## src/rtl/bgpu_dispatcher.sv

```systemverilog
// Round-robin single-issue dispatcher from per-warp decode slots to the IU/LSU/BRU output registers.
// Latency: grant in cycle N, EU register valid (or illegal pulse) in N+1; warp_ready_o is combinational.
// Backpressure: a warp waits only while its own EU register is full and not draining. Perf counters: BGPU_DISPATCH_PERF_EN.
module bgpu_dispatcher #(
    parameter  int unsigned NumWarps     = 8,
    parameter  int unsigned PayloadWidth = 64,
    parameter  int unsigned CounterWidth = 32,
    localparam int unsigned WidW         = (NumWarps > 1) ? $clog2(NumWarps) : 1,
    localparam int unsigned NumEus       = 3
) (
    input  logic                                      clk_i,
    input  logic                                      rst_ni,
    input  logic [NumWarps-1:0]                       warp_valid_i,
    output logic [NumWarps-1:0]                       warp_ready_o,
    input  logic [NumWarps-1:0][7:0]                  warp_inst_i,
    input  logic [NumWarps-1:0][PayloadWidth-1:0]     warp_payload_i,
    output logic [NumEus-1:0]                         eu_valid_o,
    input  logic [NumEus-1:0]                         eu_ready_i,
    output logic [NumEus-1:0][5:0]                    eu_subtype_o,
    output logic [NumEus-1:0][WidW-1:0]               eu_wid_o,
    output logic [NumEus-1:0][PayloadWidth-1:0]       eu_payload_o,
    output logic                                      illegal_o,
    output logic [WidW-1:0]                           illegal_wid_o,
    output logic [NumEus-1:0][CounterWidth-1:0]       perf_dispatch_o,
    output logic [CounterWidth-1:0]                   perf_stall_o
);

    typedef struct packed {
        logic [1:0] eu;
        logic [5:0] subtype;
    } inst_t;

    localparam logic [1:0] EU_BRU   = 2'd2;
    localparam logic [1:0] EU_ILL   = 2'd3;
    localparam logic [5:0] BRU_JMP  = 6'h00;
    localparam logic [5:0] BRU_SYNC = 6'h01;

    inst_t [NumWarps-1:0]               inst;
    logic  [NumWarps-1:0]               illegal;
    logic  [NumWarps-1:0]               cand;
    logic  [NumEus-1:0]                 eu_free;
    logic  [3:0]                        eu_free4;
    logic  [WidW-1:0]                   rr_q;
    logic  [WidW-1:0]                   rr_d;
    logic  [WidW-1:0]                   grant_wid;
    logic                               grant_vld;
    logic                               grant_ill;
    logic  [1:0]                        grant_eu;
    logic  [WidW:0]                     scan_idx;
    logic  [NumEus-1:0]                 eu_load;

    logic  [NumEus-1:0]                 eu_vld_q;
    logic  [NumEus-1:0][5:0]            eu_sub_q;
    logic  [NumEus-1:0][WidW-1:0]       eu_wid_q;
    logic  [NumEus-1:0][PayloadWidth-1:0] eu_pay_q;
    logic                               illegal_q;
    logic  [WidW-1:0]                   illegal_wid_q;

    assign inst     = warp_inst_i;
    assign eu_free  = ~eu_vld_q | eu_ready_i;
    assign eu_free4 = {1'b0, eu_free};

    // Illegal instructions need no EU slot, so they are always eligible.
    always_comb begin
        illegal = '0;
        cand    = '0;
        for (int w = 0; w < NumWarps; w++) begin
            illegal[w] = (inst[w].eu == EU_ILL) ||
                         ((inst[w].eu == EU_BRU) &&
                          ((inst[w].subtype == BRU_JMP) || (inst[w].subtype == BRU_SYNC)));
            cand[w]    = rst_ni && warp_valid_i[w] && (illegal[w] || eu_free4[inst[w].eu]);
        end
    end

    // Scan from the pointer with an explicit wrap so non-power-of-two warp counts stay in range.
    always_comb begin
        grant_vld = 1'b0;
        grant_wid = '0;
        scan_idx  = '0;
        for (int i = 0; i < NumWarps; i++) begin
            scan_idx = {1'b0, rr_q} + (WidW+1)'(i);
            if (scan_idx >= (WidW+1)'(NumWarps)) begin
                scan_idx = scan_idx - (WidW+1)'(NumWarps);
            end
            if (!grant_vld && cand[scan_idx[WidW-1:0]]) begin
                grant_vld = 1'b1;
                grant_wid = scan_idx[WidW-1:0];
            end
        end
    end

    assign grant_ill = illegal[grant_wid];
    assign grant_eu  = inst[grant_wid].eu;

    always_comb begin
        warp_ready_o = '0;
        for (int w = 0; w < NumWarps; w++) begin
            warp_ready_o[w] = grant_vld && (grant_wid == WidW'(w));
        end
    end

    always_comb begin
        eu_load = '0;
        for (int e = 0; e < NumEus; e++) begin
            eu_load[e] = grant_vld && !grant_ill && (grant_eu == 2'(e));
        end
    end

    always_comb begin
        rr_d = rr_q;
        if (grant_vld) begin
            rr_d = (grant_wid == WidW'(NumWarps - 1)) ? '0 : grant_wid + WidW'(1);
        end
    end

    always_ff @(posedge clk_i or negedge rst_ni) begin
        if (!rst_ni) begin
            rr_q          <= '0;
            illegal_q     <= 1'b0;
            illegal_wid_q <= '0;
        end else begin
            rr_q      <= rr_d;
            illegal_q <= grant_vld && grant_ill;
            if (grant_vld && grant_ill) begin
                illegal_wid_q <= grant_wid;
            end
        end
    end

    // A load in the same cycle as a drain keeps the register valid with the new instruction.
    always_ff @(posedge clk_i or negedge rst_ni) begin
        if (!rst_ni) begin
            eu_vld_q <= '0;
            eu_sub_q <= '0;
            eu_wid_q <= '0;
            eu_pay_q <= '0;
        end else begin
            for (int e = 0; e < NumEus; e++) begin
                if (eu_load[e]) begin
                    eu_vld_q[e] <= 1'b1;
                    eu_sub_q[e] <= inst[grant_wid].subtype;
                    eu_wid_q[e] <= grant_wid;
                    eu_pay_q[e] <= warp_payload_i[grant_wid];
                end else if (eu_ready_i[e]) begin
                    eu_vld_q[e] <= 1'b0;
                end
            end
        end
    end

    assign eu_valid_o    = eu_vld_q;
    assign eu_subtype_o  = eu_sub_q;
    assign eu_wid_o      = eu_wid_q;
    assign eu_payload_o  = eu_pay_q;
    assign illegal_o     = illegal_q;
    assign illegal_wid_o = illegal_wid_q;

`ifdef BGPU_DISPATCH_PERF_EN
    logic [NumEus-1:0][CounterWidth-1:0] perf_disp_q;
    logic [CounterWidth-1:0]             perf_stall_q;

    always_ff @(posedge clk_i or negedge rst_ni) begin
        if (!rst_ni) begin
            perf_disp_q  <= '0;
            perf_stall_q <= '0;
        end else begin
            for (int e = 0; e < NumEus; e++) begin
                if (eu_load[e]) begin
                    perf_disp_q[e] <= perf_disp_q[e] + CounterWidth'(1);
                end
            end
            if ((|warp_valid_i) && !grant_vld) begin
                perf_stall_q <= perf_stall_q + CounterWidth'(1);
            end
        end
    end

    assign perf_dispatch_o = perf_disp_q;
    assign perf_stall_o    = perf_stall_q;
`else
    assign perf_dispatch_o = '0;
    assign perf_stall_o    = '0;
`endif

endmodule

```

## config.mk

```make
export PLATFORM = sky130hd
export DESIGN_NAME = bgpu_dispatcher
export DESIGN_NICKNAME = d
export VERILOG_FILES = /design/src/rtl/bgpu_dispatcher.sv
export SDC_FILE = /design/constraint.sdc
export NUM_CORES = 1
export LEC_CHECK = 0
export BUFFER_PORTS_ARGS = -buffer_cell sky130_fd_sc_hd__buf_4
export CORE_AREA = 5 5 364 366
export CTS_CLUSTER_DIAMETER = 30
export CTS_CLUSTER_SIZE = 30
export DETAILED_ROUTE_END_ITERATION = 8
export DIE_AREA = 0 0 369 371
export GPL_TIMING_DRIVEN = 0
export MAX_ROUTING_LAYER = met4
export SETUP_SLACK_MARGIN = 0.15
export SLEW_MARGIN = 20
export SYNTH_ARGS = -nofsm -noshare
export SYNTH_HDL_FRONTEND = slang
export SYNTH_SLANG_ARGS = --single-unit
```

## constraint.sdc

```tcl
create_clock -name clk_i -period 9.8 [get_ports clk_i]
set_input_delay 0.49 -clock clk_i [delete_from_list [all_inputs] [get_ports clk_i]]
set_output_delay 0.49 -clock clk_i [all_outputs]
set_load 0.02 [all_outputs]
```

==> out/metrics.yaml <==
grt:
  antenna_found_initial: 68
  grtUsageTotal: 0.197
  grt_max_degree: 85
  grt_first_pass_wirelength_mm: 174
  grt_pass1_vias: 18300
  overflow: 0
route:
  drtIter0Drc: 1772
  num_vias: 18600
  routedWlPerCell_um: 30.8
  totalWireLength_mm: 138
  vias_per_cell: 4.14
  drt_pass1_iterations: 5
  drc: 0
  ant_nets: 0
logic_synthesis:
  synth_top_area_share: 0.330
  yosysMostFrequentCell: "dfrtp_1"
  synthDistinctLibCells: 78
  yosys-top-cells-area: "dfrtp_1, mux2_4, a211oi_1"
  synth_seq_area_share: 0.330
  synth-seq-cells: 229
  synth_edf_count: 0
  avgSynthCellArea_um2: 10.5
  ys_warn_count: 0
  synth_largest_area_cell: "dfrtp_1"
  synth_common_cells: "dfrtp_1, a211oi_1, mux2i_1, buf_4, and2_1"
  synth_flop_cell: "dfrtp_1"
  syn_inst: 1661
  synthArstFlopShare: 1.00
  syn_area_um2: 17400
clock_network:
  cts_tree: "built"
  root_buffer: "clkbuf_16"
  clockBufferDepth: 3
  post_cts_resize_count: 0
  numCtsBuffers: 78
  post_cts_buffers: 0
  cts_sinks: 229
  clk_pin_slew_ps: 40
  cts_hold_buffers: 1
  htreeDepth: 3
  clk_latency_ps: 660
timing:
  worst_pin_slew_ps: 1260
  skew_ps: 46.3
  setup_violations: 0
  fin_setup_tns_ps: 0
  slew-limit-headroom: 0.156
  rsz0062_at_grt: "false"
  timing_hold_violations_final: 0
  min_period_ps: 7480
  max_freq_mhz: 134
  maxSlewViolCount: 0
  fin_crit_sh: 0.763
placement:
  placedCellCount: 4288
  port_buffers: 822
  gp_congestion: 0.977
  dp_hpwl_mm: 117
setup_path:
  critPathCaptureType: "output pin"
  crit_arrival_ps: 6990
  worstPathRequired_ps: 9310
  r2r-start: "eu_valid_o[2]"
  start_kind: "register"
  critPathMaxFanout: 11
  startpoint: "rr_q[0]"
  cp-endpoint: "warp_ready_o[7]"
  regToRegEndpoint: "eu_subtype_o[15]"
  reg2reg_slack_ps: 2370
  reg2reg_depth: 15
  worstSetupPathType: "reg -> out"
finish:
  fin_cells: 4480
  multi_input_area_um2: 10200
  drive_above_1_share: 0.508
  area_growth_pct: 66.4
  final_nets: 3291
  fillers: 14000
  ff_latch_area_um2: 5730
worst_hold_path:
  hold_path.class: "in -> reg"
die:
  die_area_um2: 137000
  die_y_um: 371
  die_w_um: 369
  io_pins: 951
  core.rowCount: 132
  start_util: 0.135
  core_um2: 129000
outcome:
  status: "completed"
run:
  cap_violations: 0
[metrics by stage]
step	hold slack [ps]	setup slack (ps)	utilization	instance area, um2
3_3_place_gp	475	801	0.203	26100
2_1_floorplan	194	5310	-	17800
6_report	281	2320	0.224	28900
5_1_grt	233	1950	0.224	28900
4_1_cts	168	2210	0.223	28800
3_5_place_dp	487	2240	0.203	26200
[sequential cells by signal, summed over array words and instances (netlist names)]
signal / flops
eu_subtype_o: 18
eu_valid_o: 3
eu_wid_o: 9
rr_q: 3
illegal_wid_o: 3
eu_payload_o: 192
illegal_o: 1
[area by class of cell]
cell class,instances,share of cell area
Multi-Input combinational cell,1287,0.354
Timing Repair Buffer,826,0.217
Sequential cell,229,0.198
Clock buffer,108,0.0763
Tap cell,1675,0.0725
Buffer,262,0.0647
Clock inverter,31,0.0117
Antenna cell,52,0.00450
Inverter,10,0.00130
[critical path, cell delays in order (launching register included)]
cell and delay [ps]:
dfrtp_1 350, clkbuf_1 390, clkinv_1 380, ha_1 430, clkbuf_1 450, and3_1 230, a32o_1 200, a211o_1 140
o311ai_0 350, o221ai_1 320, a211oi_1 120, o211ai_2 470, buf_2 610, buf_2 580, buf_2 500, ha_1 310
ha_1 190, and2_1 130, buf_4 150
[layer usage]
layer	GRT usage	up-vias	share of wire
met5	-	-	0
met4	0.0603	0	0.027
met3	0.0886	175	0.12
met2	0.305	1194	0.46
met1	0.229	9104	0.39
li1	-	8082	-
[worst min-delay path by stage]
stage | slack [ps] | from | cells after the start | endpoint
floorplan | 190 | rst_ni | 0 | eu_payload_o[0]
global placement | 480 | eu_wid_o[3] | 1 | eu_wid_o[3]
detailed placement | 490 | eu_wid_o[3] | 1 | eu_wid_o[3]
CTS | 170 | eu_ready_i[0] | 3 | eu_valid_o[0]
global route | 230 | eu_ready_i[0] | 3 | eu_valid_o[0]
finish | 280 | eu_ready_i[0] | 3 | eu_valid_o[0]
[cell families (layout without fill, tap and decap cells)]
logic type,count (synthesis),count (layout),share of synthesized area
other,1,180,0.000216
and+or+nand+nor,312,312,0.104
adders and majority gates,8,8,0.00577
muxes,380,380,0.262
AOI/OAI and AO/OA,456,456,0.187
buffers and inverters,272,1237,0.110
DFF,229,229,0.330
xor gates and xnor gates,3,3,0.00151
[placed cells by master (no fill, tap or decap), drive strengths merged, types with 35 or more instances in the layout]
cell,netlist,routed
a21oi,89,89
and2,135,135
nand2,35,35
dfrtp,229,229
nor2,40,40
a211oi,211,211
conb,1,128
mux2,224,224
clkbuf,58,166
buf,204,1029
diode,0,52
a21o,73,73
mux2i,154,154
Power is left out: the tool's default activity adds up to more than one toggle a clock period on the data nets, which glitch-free logic cannot reach.
